===== config.mk =====
export PLATFORM = sky130hd
export DESIGN_NAME = simon_core_param_flat
export DESIGN_NICKNAME = d
export VERILOG_FILES = /design/src/rtl/simon_pkg.sv /design/src/rtl/simon_core_param_if.sv /design/src/rtl/simon_key_sched.sv /design/src/rtl/simon_core_param.sv /design/src/flat_wrapper.sv
export SDC_FILE = /design/constraint.sdc
export NUM_CORES = 1
export LEC_CHECK = 0
export ABC_AREA = 1
export CELL_PAD_IN_SITES_DETAIL_PLACEMENT = 1
export CELL_PAD_IN_SITES_GLOBAL_PLACEMENT = 1
export CORE_ASPECT_RATIO = 1.75
export CORE_MARGIN = 2
export CORE_UTILIZATION = 29
export DETAILED_ROUTE_END_ITERATION = 10
export HOLD_SLACK_MARGIN = 0.1
export MAX_ROUTING_LAYER = met4
export PLACE_DENSITY_LB_ADDON = 0.1
export SLEW_MARGIN = 30
export SYNTH_ARGS = -nofsm -noshare
export SYNTH_HDL_FRONTEND = slang
export SYNTH_SLANG_ARGS = --single-unit

===== constraint.sdc =====
create_clock -name clk -period 2.3 [get_ports clk]
set_input_delay 0.345 -clock clk [delete_from_list [all_inputs] [get_ports clk]]
set_output_delay 0.345 -clock clk [all_outputs]
set_load 0.01 [all_outputs]

===== src/rtl/simon_pkg.sv =====
// Shared SIMON definitions: z-sequence constants, FSM state type, round function
// and parameter legality check. Used by simon_core_param (see SIMON_DECRYPT_EN there).
package simon_pkg;

  localparam int unsigned MAX_W = 64;

  localparam logic [61:0] SIMON_Z0 = 62'b11111010001001010110000111001101111101000100101011000011100110;
  localparam logic [61:0] SIMON_Z1 = 62'b10001110111110010011000010110101000111011111001001100001011010;
  localparam logic [61:0] SIMON_Z2 = 62'b10101111011100000011010010011000101000010001111110010110110011;
  localparam logic [61:0] SIMON_Z3 = 62'b11011011101011000110010111100000010010001010011100110100001111;
  localparam logic [61:0] SIMON_Z4 = 62'b11010001111001101011011000100000010111000011001010010011101111;

  typedef enum logic [1:0] {IDLE, KEXP, RUN} state_t;

  // Rotations operate on the low w bits of a MAX_W container; upper bits must be zero.
  function automatic logic [MAX_W-1:0] rotl(input logic [MAX_W-1:0] v, input int unsigned s,
                                            input int unsigned w);
    logic [MAX_W-1:0] mask;
    mask = (w >= MAX_W) ? '1 : ((MAX_W'(1) << w) - MAX_W'(1));
    return ((v << s) | (v >> (w - s))) & mask;
  endfunction

  function automatic logic [MAX_W-1:0] rotr(input logic [MAX_W-1:0] v, input int unsigned s,
                                            input int unsigned w);
    return rotl(v, w - s, w);
  endfunction

  function automatic logic [MAX_W-1:0] simon_f(input logic [MAX_W-1:0] v, input int unsigned w);
    return (rotl(v, 1, w) & rotl(v, 8, w)) ^ rotl(v, 2, w);
  endfunction

  function automatic bit params_ok(input int unsigned w, input int unsigned m, input int unsigned t);
    return (w > 8) && (w <= MAX_W) && (m >= 2) && (m <= 4) && (t > m);
  endfunction

endpackage


===== src/rtl/simon_core_param_if.sv =====
// Host-side start/done handshake and data bus of simon_core_param.
// The decrypt request exists only when SIMON_DECRYPT_EN is defined.
interface simon_core_param_if #(
  parameter int unsigned WORD_W    = 16,
  parameter int unsigned KEY_WORDS = 4
);
  logic                          start;
  logic [KEY_WORDS*WORD_W-1:0]   key;
  logic [2*WORD_W-1:0]           plain_text;
  logic [2*WORD_W-1:0]           cipher_text;
  logic                          busy;
  logic                          done;
`ifdef SIMON_DECRYPT_EN
  logic                          decrypt;

  modport master (output start, key, plain_text, decrypt, input cipher_text, busy, done);
  modport slave  (input start, key, plain_text, decrypt, output cipher_text, busy, done);
`else
  modport master (output start, key, plain_text, input cipher_text, busy, done);
  modport slave  (input start, key, plain_text, output cipher_text, busy, done);
`endif
endinterface


===== src/rtl/simon_key_sched.sv =====
// On-the-fly SIMON key schedule: a KEY_WORDS-deep window that steps forward
// (appending k_{i+m}) or in reverse (prepending k_{i-1}).
module simon_key_sched
  import simon_pkg::*;
#(
  parameter int unsigned WORD_W    = 16,
  parameter int unsigned KEY_WORDS = 4,
  parameter logic [61:0] Z_SEQ     = SIMON_Z0
) (
  input  logic                        clk,
  input  logic                        reset,
  input  logic                        load,
  input  logic                        step,
  input  logic                        dir,
  input  logic [KEY_WORDS*WORD_W-1:0] key,
  output logic [WORD_W-1:0]           round_key
);

  localparam logic [WORD_W-1:0] C = {{(WORD_W-2){1'b1}}, 2'b00};

  logic [WORD_W-1:0] win [KEY_WORDS];
  logic [5:0]        zc, zc_dec;
  logic [WORD_W-1:0] fwd_tmp, fwd_mix, fwd_new;
  logic [WORD_W-1:0] rev_tmp, rev_mix, rev_new;

  function automatic logic [WORD_W-1:0] ror(input logic [WORD_W-1:0] v, input int unsigned s);
    logic [MAX_W-1:0] r;
    r = rotr(MAX_W'(v), s, WORD_W);
    return r[WORD_W-1:0];
  endfunction

  function automatic logic [WORD_W-1:0] zword(input logic [5:0] idx);
    logic [WORD_W-1:0] zw;
    zw    = '0;
    zw[0] = Z_SEQ[6'd61 - idx];
    return zw;
  endfunction

  // Reverse step solves the forward recurrence for its oldest term, k_{i-1}.
  always_comb begin
    zc_dec  = (zc == 6'd0) ? 6'd61 : zc - 6'd1;
    fwd_tmp = ror(win[KEY_WORDS-1], 3) ^ ((KEY_WORDS == 4) ? win[1] : '0);
    fwd_mix = fwd_tmp ^ ror(fwd_tmp, 1);
    fwd_new = C ^ win[0] ^ fwd_mix ^ zword(zc);
    rev_tmp = ror(win[KEY_WORDS-2], 3) ^ ((KEY_WORDS == 4) ? win[0] : '0);
    rev_mix = rev_tmp ^ ror(rev_tmp, 1);
    rev_new = C ^ win[KEY_WORDS-1] ^ rev_mix ^ zword(zc_dec);
  end

  always_ff @(posedge clk or negedge reset) begin
    if (!reset) begin
      for (int unsigned j = 0; j < KEY_WORDS; j++) win[j] <= '0;
      zc <= '0;
    end else if (load) begin
      for (int unsigned j = 0; j < KEY_WORDS; j++) win[j] <= key[j*WORD_W +: WORD_W];
      zc <= '0;
    end else if (step) begin
      if (dir) begin
        for (int unsigned j = KEY_WORDS - 1; j > 0; j--) win[j] <= win[j-1];
        win[0] <= rev_new;
        zc     <= zc_dec;
      end else begin
        for (int unsigned j = 0; j < KEY_WORDS - 1; j++) win[j] <= win[j+1];
        win[KEY_WORDS-1] <= fwd_new;
        zc               <= (zc == 6'd61) ? 6'd0 : zc + 6'd1;
      end
    end
  end

  // Reverse stepping keeps the newest valid key at the top of the window.
  assign round_key = dir ? win[KEY_WORDS-1] : win[0];

endmodule


===== src/rtl/simon_core_param.sv =====
// Parametrised SIMON core, one round per clock, on-the-fly key expansion.
// Define SIMON_DECRYPT_EN to add the decrypt request and the KEXP key pre-expansion state.
module simon_core_param
  import simon_pkg::*;
#(
  parameter int unsigned WORD_W    = 16,
  parameter int unsigned KEY_WORDS = 4,
  parameter int unsigned ROUNDS    = 32,
  parameter logic [61:0] Z_SEQ     = SIMON_Z0
) (
  input  logic               clk,
  input  logic               reset,
  simon_core_param_if.slave  bus
);

  localparam int unsigned CNT_W = $clog2(ROUNDS + 1);

  state_t              state, state_nxt;
  logic [WORD_W-1:0]   x_q, y_q, x_nxt, y_nxt;
  logic [CNT_W-1:0]    ctr_q;
  logic                dec_q, dec_in;
  logic [2*WORD_W-1:0] ct_q;
  logic                done_q;
  logic [WORD_W-1:0]   round_key;
  logic                run_last, ks_step, ks_dir;

  function automatic logic [WORD_W-1:0] f(input logic [WORD_W-1:0] v);
    logic [MAX_W-1:0] r;
    r = simon_f(MAX_W'(v), WORD_W);
    return r[WORD_W-1:0];
  endfunction

  param_legal: assert property (@(posedge clk) params_ok(WORD_W, KEY_WORDS, ROUNDS));

`ifdef SIMON_DECRYPT_EN
  logic kexp_last;
  assign dec_in    = bus.decrypt;
  assign kexp_last = (state == KEXP) && (ctr_q == CNT_W'(ROUNDS - KEY_WORDS - 1));
`else
  assign dec_in = 1'b0;
`endif

  assign run_last = (state == RUN) && (ctr_q == CNT_W'(ROUNDS - 1));
  assign ks_step  = (state == RUN) || (state == KEXP);
  assign ks_dir   = (state == RUN) && dec_q;

  simon_key_sched #(
    .WORD_W    (WORD_W),
    .KEY_WORDS (KEY_WORDS),
    .Z_SEQ     (Z_SEQ)
  ) u_key_sched (
    .clk       (clk),
    .reset     (reset),
    .load      ((state == IDLE) && bus.start),
    .step      (ks_step),
    .dir       (ks_dir),
    .key       (bus.key),
    .round_key (round_key)
  );

  always_comb begin
    x_nxt = y_q ^ f(x_q) ^ round_key;
    y_nxt = x_q;
    if (dec_q) begin
      x_nxt = y_q;
      y_nxt = x_q ^ f(y_q) ^ round_key;
    end
  end

  always_ff @(posedge clk or negedge reset) begin
    if (!reset) state <= IDLE;
    else        state <= state_nxt;
  end

  always_comb begin
    state_nxt = state;
    case (state)
      IDLE: if (bus.start) state_nxt = dec_in ? KEXP : RUN;
`ifdef SIMON_DECRYPT_EN
      KEXP: if (kexp_last) state_nxt = RUN;
`endif
      RUN:  if (run_last) state_nxt = IDLE;
      default: state_nxt = IDLE;
    endcase
  end

  always_ff @(posedge clk or negedge reset) begin
    if (!reset) begin
      x_q    <= '0;
      y_q    <= '0;
      ctr_q  <= '0;
      dec_q  <= 1'b0;
      ct_q   <= '0;
      done_q <= 1'b0;
    end else begin
      done_q <= 1'b0;
      case (state)
        IDLE: if (bus.start) begin
          x_q   <= bus.plain_text[2*WORD_W-1:WORD_W];
          y_q   <= bus.plain_text[WORD_W-1:0];
          ctr_q <= '0;
          dec_q <= dec_in;
        end
`ifdef SIMON_DECRYPT_EN
        KEXP: ctr_q <= kexp_last ? '0 : ctr_q + 1'b1;
`endif
        RUN: begin
          x_q   <= x_nxt;
          y_q   <= y_nxt;
          ctr_q <= ctr_q + 1'b1;
          if (run_last) begin
            ct_q   <= {x_nxt, y_nxt};
            done_q <= 1'b1;
            ctr_q  <= '0;
          end
        end
        default: ;
      endcase
    end
  end

  assign bus.cipher_text = ct_q;
  assign bus.done        = done_q;
  assign bus.busy        = (state != IDLE);

endmodule

===== src/flat_wrapper.sv =====
// flat-port wrapper written by rule: the top's interface ports become plain ports
module simon_core_param_flat import simon_pkg::*;
#(
  parameter int unsigned WORD_W    = 16,
  parameter int unsigned KEY_WORDS = 4,
  parameter int unsigned ROUNDS    = 32,
  parameter logic [61:0] Z_SEQ     = SIMON_Z0
)
  (clk, reset, bus_start, bus_key, bus_plain_text, bus_cipher_text, bus_busy, bus_done);
  simon_core_param_if #(.WORD_W(WORD_W), .KEY_WORDS(KEY_WORDS)) bus_i ();
  input  logic clk;
  input  logic reset;
  input wire logic [$bits(bus_i.start)-1:0] bus_start;
  input wire logic [$bits(bus_i.key)-1:0] bus_key;
  input wire logic [$bits(bus_i.plain_text)-1:0] bus_plain_text;
  output wire logic [$bits(bus_i.cipher_text)-1:0] bus_cipher_text;
  output wire logic [$bits(bus_i.busy)-1:0] bus_busy;
  output wire logic [$bits(bus_i.done)-1:0] bus_done;
  assign bus_i.start = bus_start;
  assign bus_i.key = bus_key;
  assign bus_i.plain_text = bus_plain_text;
  assign bus_cipher_text = bus_i.cipher_text;
  assign bus_busy = bus_i.busy;
  assign bus_done = bus_i.done;
  simon_core_param #(.WORD_W(WORD_W), .KEY_WORDS(KEY_WORDS), .ROUNDS(ROUNDS), .Z_SEQ(Z_SEQ)) u_core (.clk(clk), .reset(reset), .bus(bus_i));
endmodule

==> run metrics, run 1 <==
status completed; core box area 25100 sq um; Tcrit/Tclk final 0.845; Combinational Power Share 0.490; crit path DAT approximately 1.6 ns; via count 6311; Warnings, synthesis 0; final wirelength 24600 um; Mapped Area 7400 sq um; critical path cell sequence clkdlybuf4s50_1; syn nets approximately 1000; Slew Viols, Final 0; die area about 27000 sq um; Worst Path Class, Setup flop to output pin; Worst-Margin Slew 0.587 ns; post-CTS sizing 0; class of the worst hold path input port to flop; number of global-route vias before repair 7021; Final GP Congestion 0.822; drt via density 4.74; DRC viols 0; Antenna Cells 0; P_sw 6.57 mW; Fin. Hold Viols 0; slowest cell on the critical path clkdlybuf4s50_1; WP buf/inv 1; hold bufs inserted after CTS 1; CP Data Required Time 1.96 ns; Leak 4.42 nW; wire per inst 18.5 um; Cell Int Power 8.73 mW; Die Width 125 um; largest net degree at the start of global routing 79; fillers 2948; Peak VDD IR 0.580 mV; DPL Wire Length around 18000 um; clock root buffer clkbuf_16; sequential area share after synthesis 0.480; DR pass1 iterations 4; Inserted Clock Buffers 17; largest cells by area after synthesis dfrtp_1 48%, nand2_1 18%, xor2_1 9.7%; Reg clk slew, reported paths 0.06 ns; CTS tree built; CTS sink count ~140; initial antenna violation count 0; Top Metal Used met4; Avg Inst Size Synth 8.45 sq um; Sequential Power Share 0.318; CP max FO 9; #FFs+latches synth 142; wl on met1 just under 10000 um; H-tree depth 4; Tot Pwr between 15 and 20 mW; share of cells above drive strength 1 0.0659; skew final 0.00815 ns; Post-CTS Setup Inserts 0; Critical Path End Type output pin; MaxCap Viol Count 0; post-synth cell types 29; Largest stage delay, worst path 0.60 ns; share of the synthesized area in the top cell type 0.480; slew margin rel. 0.605; total track usage 0.195; global route overflow 0; CP delay by family, top buffers and inverters; boundary pin count 133; clock share of power 0.192; Max Root-Sink Buffers 2; Mapped Cells slightly below 900; wire length of the first global-routing pass 39000 um; power density over the cells 1580 nW/um^2; WL met2 roughly 13000 um; number of nets in the layout 1112; area leader, netlist dfrtp_1; post-detailed-route count of antenna-violating nets 0; post-place setup slack 0.435 ns; Switching Share 0.429; f_max approximately 510 MHz; Final WS setup 0.356 ns; crit start category flop; # rows 77; met3 wire length 718 um; RSZ-0062 raised after global routing false; Setup-failing EPs final 0; Die Ht 215 um; number of input and output port buffers inserted 132; Post-Route Setup TNS 0 ns; Layout area overhead 31.2%; crit path time final 1.94 ns; violation count after the first detailed-route iteration 285; clock latency on the worst-skew pair 0.44 ns; initial core utilization 0.294
worst register-to-register path: cells and delay by family, from the launching register on:
kind	cells	cell delay, ns
buffers and inverters	1	0.09
flip-flops	1	0.50
AND/OR/NAND/NOR	10	0.63
adder cells (fa/ha/maj)	1	0.45
area by class of cell:
| type | instances | area [sq um] | area share |
|---|---|---|---|
| tap | 316 | 395 | 0.0407 |
| multi-input combinational | 612 | 3310 | 0.341 |
| clock inverter | 10 | 135 | 0.0139 |
| timing repair buffer | 148 | 1520 | 0.157 |
| inverter | 82 | 308 | 0.0317 |
| sequential | 142 | 3550 | 0.366 |
| clock buffer | 22 | 484 | 0.0499 |
sequential cells by signal (all words and copies together) (netlist names):
register / flops
u_core.bus.cipher_text: 32
u_core.bus.done: 1
u_core.u_key_sched.zc: 6
u_core.y_q: 16
u_core.u_key_sched.win: 64
u_core.x_q: 16
u_core.ctr_q: 6
u_core.state: 1
metrics by stage:
stage,cell area (sq um),cells,util,hold slack (ns)
2_1_floorplan,7400,876,-,0.0494
3_3_place_gp,9080,1299,0.361,0.360
3_5_place_dp,9080,1299,0.361,0.362
4_1_cts,9710,1332,0.386,0.424
5_1_grt,9710,1332,0.386,0.450
6_report,9710,1332,0.386,0.441
metal layers:
metal  vias to the layer above  GRT usage
met5                         -          -
met4                         0     0.0816
met3                        33     0.0319
met2                       123      0.349
met1                      3101      0.211
li1                       3054          -
power by group through the flow:
stage	Clock [mW]	Sequential (mW)	Combinational, mW
after global placement	0	4.89	7.44
after detailed placement	0	4.92	7.61
after CTS	3.02	4.89	7.68
after floorplan	0	4.63	5.23
after global routing	3.10	5.04	8.56
final	2.94	4.87	7.50
final timing paths:
kind,from,endpoint,slack (ns),cells past startpoint
max,u_core.state[1],bus_busy,0.36,1
min,bus_key[41],u_core.u_key_sched.win[25],0.44,3
max reg2reg,u_core.u_key_sched.zc[2],u_core.u_key_sched.win[0],0.51,12
min reg2reg,u_core.bus.cipher_text[25],u_core.bus.cipher_text[25],0.48,2
max in group asynchronous,reset,u_core.u_key_sched.win[56],1.17,3
min in group asynchronous,reset,u_core.u_key_sched.zc[0],0.46,2
synth_stat cells:
master	count
nor2_2	1
buf_2	18
nor2_4	2
or2_0	1
buf_4	2
nor2_1	13
clkbuf_1	12
nand2_2	1
o21ai_2	4
nand3_1	18
buf_1	2
buf_6	6
inv_1	75
a22o_1	1
o22ai_1	6
dfrtp_1	142
nor3_1	1
inv_2	7
xor2_1	82
o21ai_0	24
nand2_1	348
xnor2_1	6
o221ai_1	16
nand3_2	4
a22oi_1	4
ha_1	10
a21oi_1	3
nand4_1	2
o211ai_1	65
cell families (layout without fill, tap and decap cells):
kind of cell | Yosys count | count (layout) | synth area share
flops | 142 | 142 | 0.480
buf+inv | 122 | 262 | 0.0720
simple gates | 391 | 391 | 0.209
compound gates | 123 | 123 | 0.118
xor+xnor | 88 | 88 | 0.104
fa+ha+maj | 10 | 10 | 0.0169
layout by cell type, fill, tap and decap left out, drive strengths merged, types with 22 or more instances in the layout:
cell type,instances
clkbuf,22
clkdlybuf4s50,131
dfrtp,142
inv,82
nand2,349
nand3,22
o211ai,65
o21ai,28
xor2,82
Power figures use the tool's default switching activity.
==> run 2: changes to the inputs <==
Clock period 2.3 ns to 2.01 ns, I/O delays scaled along.
==> run 2 against run 1 <==
  * Power is 10% higher
  * Die area stayed put
  * Clock power is 5% lower
  * Combinational power is 14% higher
  * First-iteration DRC count is 1.8% lower
==> run metrics, run 2 (synthesis results as in run 1) <==
Post-Route Setup TNS 0 ns; CP delay by family, top buffers and inverters; number of flip-flops in the largest register 64; gr busiest metal met2; largest register by flop count u_core.u_key_sched.win; via count about 6200; total track usage 0.192; CTS sink count 142; violation count after the first detailed-route iteration 280; boundary pin count between 100 and 150; GRT met1 Usage 0.215; worst hold slack 0.395 ns; wire per inst 18.0 um; Placed Instances 1304; Design Area, Final 9630 sq um; power density over the cells 1750 nW/um^2; Inserted Clock Buffers 17; DRC viols 0; Tcrit/Tclk final 0.956; fin cells 1331; CTS tree built; class of the worst hold path input port to async pin; Worst-Margin Slew 0.569 ns; met2 GRT Util 0.342; Largest stage delay, worst path 0.60 ns; Slew Viols, Final 0; H-tree depth 4; Final GP Congestion approximately 0.79; Setup-failing EPs final 0; number of global-route vias before repair about 6900; reg2reg start u_core.u_key_sched.zc[2]; initial antenna violation count 0; initial core utilization 0.294; clock root buffer clkbuf_16; number of nets in the layout roughly 1100; Post-DP Area 9120 sq um; Max Root-Sink Buffers 2; crit path DAT roughly 1.6 ns; Leak 4.39 nW; wire length of the first global-routing pass 38500 um; number of input and output port buffers inserted between 100 and 150; global route overflow 0; fillers 2950; DPL Wire Length 17600 um; Reg clk slew, reported paths ~0.060 ns; Antenna Cells 0; R2R Path End u_core.u_key_sched.win[0]; R2R cell count 9; final wirelength 24000 um; drt via density 4.67; Worst Path Class, Setup flop to output pin; slowest cell on the critical path clkdlybuf4s50_1; share of cells above drive strength 1 0.0631; CP max FO 16; flop-to-flop setup slack 0.32 ns; Critical Path End Type output pin; core box area around 25000 sq um; critical path cell sequence clkdlybuf4s50_1; Tot Pwr 16.9 mW; Die Ht 215 um; commonest non-fill, non-tap cells in the layout 348 x nand2_1, 141 x dfrtp_1, 131 x clkdlybuf4s50_1, 82 x xor2_1, 75 x inv_1; DR pass1 iterations 4; slew margin rel. 0.617; # rows 77; crit path time final 1.92 ns; Peak VDD IR 0.645 mV; status completed; WP buf/inv 1; post-detailed-route count of antenna-violating nets 0; crit start category flop; commonest non-fill, non-tap cell in the layout nand2_1; largest net degree at the start of global routing 51; f_max 520 MHz; met3 GRT Util 0.0306; Die Width 125 um; MaxCap Viol Count 0; Fin. Hold Viols 0; CP Data Required Time 1.71 ns; RSZ-0062 raised after global routing false; skew final between 0.006 and 0.007 ns; Layout area overhead 30.1%; clock latency on the worst-skew pair 0.43 ns; die area roughly 27000 sq um
[run 2: cell types whose count changed in the layout (fill, tap and decap cells not counted)]
| cell | delta |
|---|---|
| buf_4 | +5 |
| bufinv_16 | -3 |
| clkbuf_1 | +2 |
| clkbuf_8 | -1 |
| clkinvlp_4 | -4 |
| dfrtp_2 | -1 |
| dfrtp_4 | +1 |
[run 2: per-stage QoR]
| step | setup WS [ns] | util |
|---|---|---|
| after floorplan | 0.293 | - |
| after global placement | 0.306 | 0.363 |
| after detailed placement | 0.302 | 0.363 |
| after CTS | 0.0456 | 0.383 |
| after global routing | 0.0392 | 0.383 |
| final | 0.0875 | 0.383 |
[run 2: where the power goes]
part           internal (mW)  leakage, nW  switching, mW  total (mW)
logic                   3.58         2.45           4.95        8.54
clock network           1.62        0.246           1.16        2.79
registers               4.37         1.70           1.19        5.56
total                   9.58         4.39           7.30        16.9
[run 2: area by class of cell]
cell class	count	area [sq um]	share of cell area
Multi-Input combinational cell	612	3310	0.344
Inverter	82	308	0.0320
Tap cell	316	395	0.0411
Sequential cell	142	3560	0.370
Clock inverter	3	15.0	0.00156
Clock buffer	23	478	0.0497
Timing Repair Buffer	153	1560	0.162
[run 2: worst max-delay path by stage]
| stage | from | to | cells after the start |
|---|---|---|---|
| 2_1_floorplan | u_core.u_key_sched.zc[1] | u_core.u_key_sched.win[0] | 10 |
| 3_3_place_gp | bus_start | u_core.u_key_sched.win[13] | 8 |
| 3_5_place_dp | bus_start | u_core.u_key_sched.win[13] | 8 |
| 4_1_cts | u_core.state[1] | bus_busy | 1 |
| 5_1_grt | u_core.state[1] | bus_busy | 1 |
| 6_report | u_core.state[1] | bus_busy | 1 |
[run 2: repair_timing]
action,in CTS,in global routing
setup buffers,0,0
endpoints found under the setup margin,1,0
resized for setup,1,0
hold endpoints to repair,43,0
hold buffers,1,0
[run 2: routing by layer]
layer | share of wire | vias to the layer above | routed length, um
met3 | 0.026 | 32 | 628
met1 | 0.41 | 3015 | 9860
li1 | - | 3058 | -
met2 | 0.54 | 114 | 12800
met5 | 0 | - | 0
met4 | 0.026 | 0 | 635
==> edit, RTL diff (config.mk and constraints of run 1) <==
Make the reset (`reset`) synchronous in 3 clocked blocks.
--- a/src/rtl/simon_key_sched.sv
+++ b/src/rtl/simon_key_sched.sv
@@ -49,3 +49,3 @@
 
-  always_ff @(posedge clk or negedge reset) begin
+  always_ff @(posedge clk) begin
     if (!reset) begin
--- a/src/rtl/simon_core_param.sv
+++ b/src/rtl/simon_core_param.sv
@@ -69,3 +69,3 @@
 
-  always_ff @(posedge clk or negedge reset) begin
+  always_ff @(posedge clk) begin
     if (!reset) state <= IDLE;
@@ -86,3 +86,3 @@
 
-  always_ff @(posedge clk or negedge reset) begin
+  always_ff @(posedge clk) begin
     if (!reset) begin
Check against the original RTL: differs if reset is asserted again (counterexample within 4 cycles, from zero or initial values and one cycle with reset low); with reset held inactive, the same outputs for 10 cycles.
==> edit against run 1 <==
Synthesized area down 0.52%; non-clock buffer count is 8 higher; routed wire length rose by 0.35%; sequential cell count is the same; critical path depth is 1 higher; setup slack worse by 0.060 ns; final cell count rose by 2.3%; cell area fell by 0.28%; critical endpoint unchanged; largest cell class unchanged.
Power is not compared: it rests on default switching activity, and its combinational part moved more than twofold at a synthesized area within 25%.
==> edit: results (changes against run 1) <==
The worst hold slack is 0.2846 ns (-0.1565 ns). The reg-to-reg critical path endpoint is u_core.bus.cipher_text[23]. The count of flip-flops with a built-in enable after synthesis came out at 64 (+64). The run finished with clean final reports.

The async set-reset flop share out of synthesis was 0 (-1.000). The remaining max-slew budget at the tightest pin is 0.6485 (+0.04382). The post-synthesis sequential area ratio came out at 0.4731 (-0.006988). The count of non-CTS buffers in the layout came out at 156 (+5.4%). The minimum setup slack after placement came to 0.3247 ns (-0.1108 ns). In the post-synthesis netlist, the biggest area contributors are sky130_fd_sc_hd__edfxtp_1, sky130_fd_sc_hd__dfxtp_1, sky130_fd_sc_hd__nand2_1.

The adder and majority gate portion of the synthesized area is 0.01869 (+0.001789). The commonest cells after synthesis are sky130_fd_sc_hd__nand2_1, sky130_fd_sc_hd__inv_1, sky130_fd_sc_hd__dfxtp_1, sky130_fd_sc_hd__xor2_1, sky130_fd_sc_hd__edfxtp_1. The launching point of the worst reg2reg path is u_core.ctr_q[0]. The net count after synthesis is 1,008 (+2.3%). The post-layout minimum cycle time is 2.004 ns (+0.06032 ns). The average routed wire per standard cell came to 18.13 µm (-1.9%). The arrival time of data at the critical path endpoint is 1.66 ns (+0.06 ns).

The register area is 3483 µm² (-2.0%). The number of signal-net inverters in the final layout is 111 (+35%). The final non-filler cell total is 1,363 (+2.3%). The clock tree buffer count of the final layout came out at 24 (+9.1%). Tracing the worst setup path back leads to its startpoint at u_core.state[1]. The estimated wirelength of the detail-placed design is 18,390 µm (+3.4%). The total routing usage reported by global routing was 0.1927 (-0.001939). The pin count of the biggest net entering global routing came out at 50 (-37%).

The data-path buffer share of cell area in the final layout came out at 0.1584 (+0.001866). The clock buffer and inverter area fraction after layout is 0.06227 (-0.001498). The count of cell types in the netlist is 36 (+24%). The area overhead of the layout relative to synthesis is 31.54%. The final sequential cell count came out at 142 (unchanged). The fraction of the mapped netlist area in compound gates came out at 0.1275 (+0.009290). The detailed router's first-iteration violation count was 229 (-20%). The cell area after placement is 9081 µm² (about the same). The filler cell count came out at 2,974 (+0.88%). The cell total after placement is 1,331 (+2.5%). The multi-input combinational gate total came to 606 (-0.98%). The via count of the first global-routing pass is 6,745 (-3.9%). For hold timing, the worst endpoint is u_core.y_q[8].
## edit: kinds of logic after synthesis
group,after synthesis
AND/OR/NAND/NOR,352
AO/OA/AOI/OAI,160
buffers and inverters,150
flip-flops,142
XOR/XNOR,83
adder cells (fa/ha/maj),11
## edit: power by group through the flow
| stage | clock, mW | sequential, mW | combinational (mW) |
|---|---|---|---|
| 2_1_floorplan | 0 | 3.00 | 0.702 |
| 3_3_place_gp | 0 | 3.07 | 1.17 |
| 3_5_place_dp | 0 | 3.07 | 1.19 |
| 4_1_cts | 2.90 | 3.02 | 1.20 |
| 5_1_grt | 2.99 | 3.03 | 1.31 |
| 6_report | 2.84 | 3.01 | 1.17 |
## edit: routing by layer
metal | part of all wire | GRT usage | up-vias
li1 | - | - | 3134
met1 | 0.40 | 0.2056 | 3001
met2 | 0.54 | 0.3541 | 120
met3 | 0.026 | 0.02863 | 33
met4 | 0.030 | 0.07715 | 0
met5 | 0 | - | -
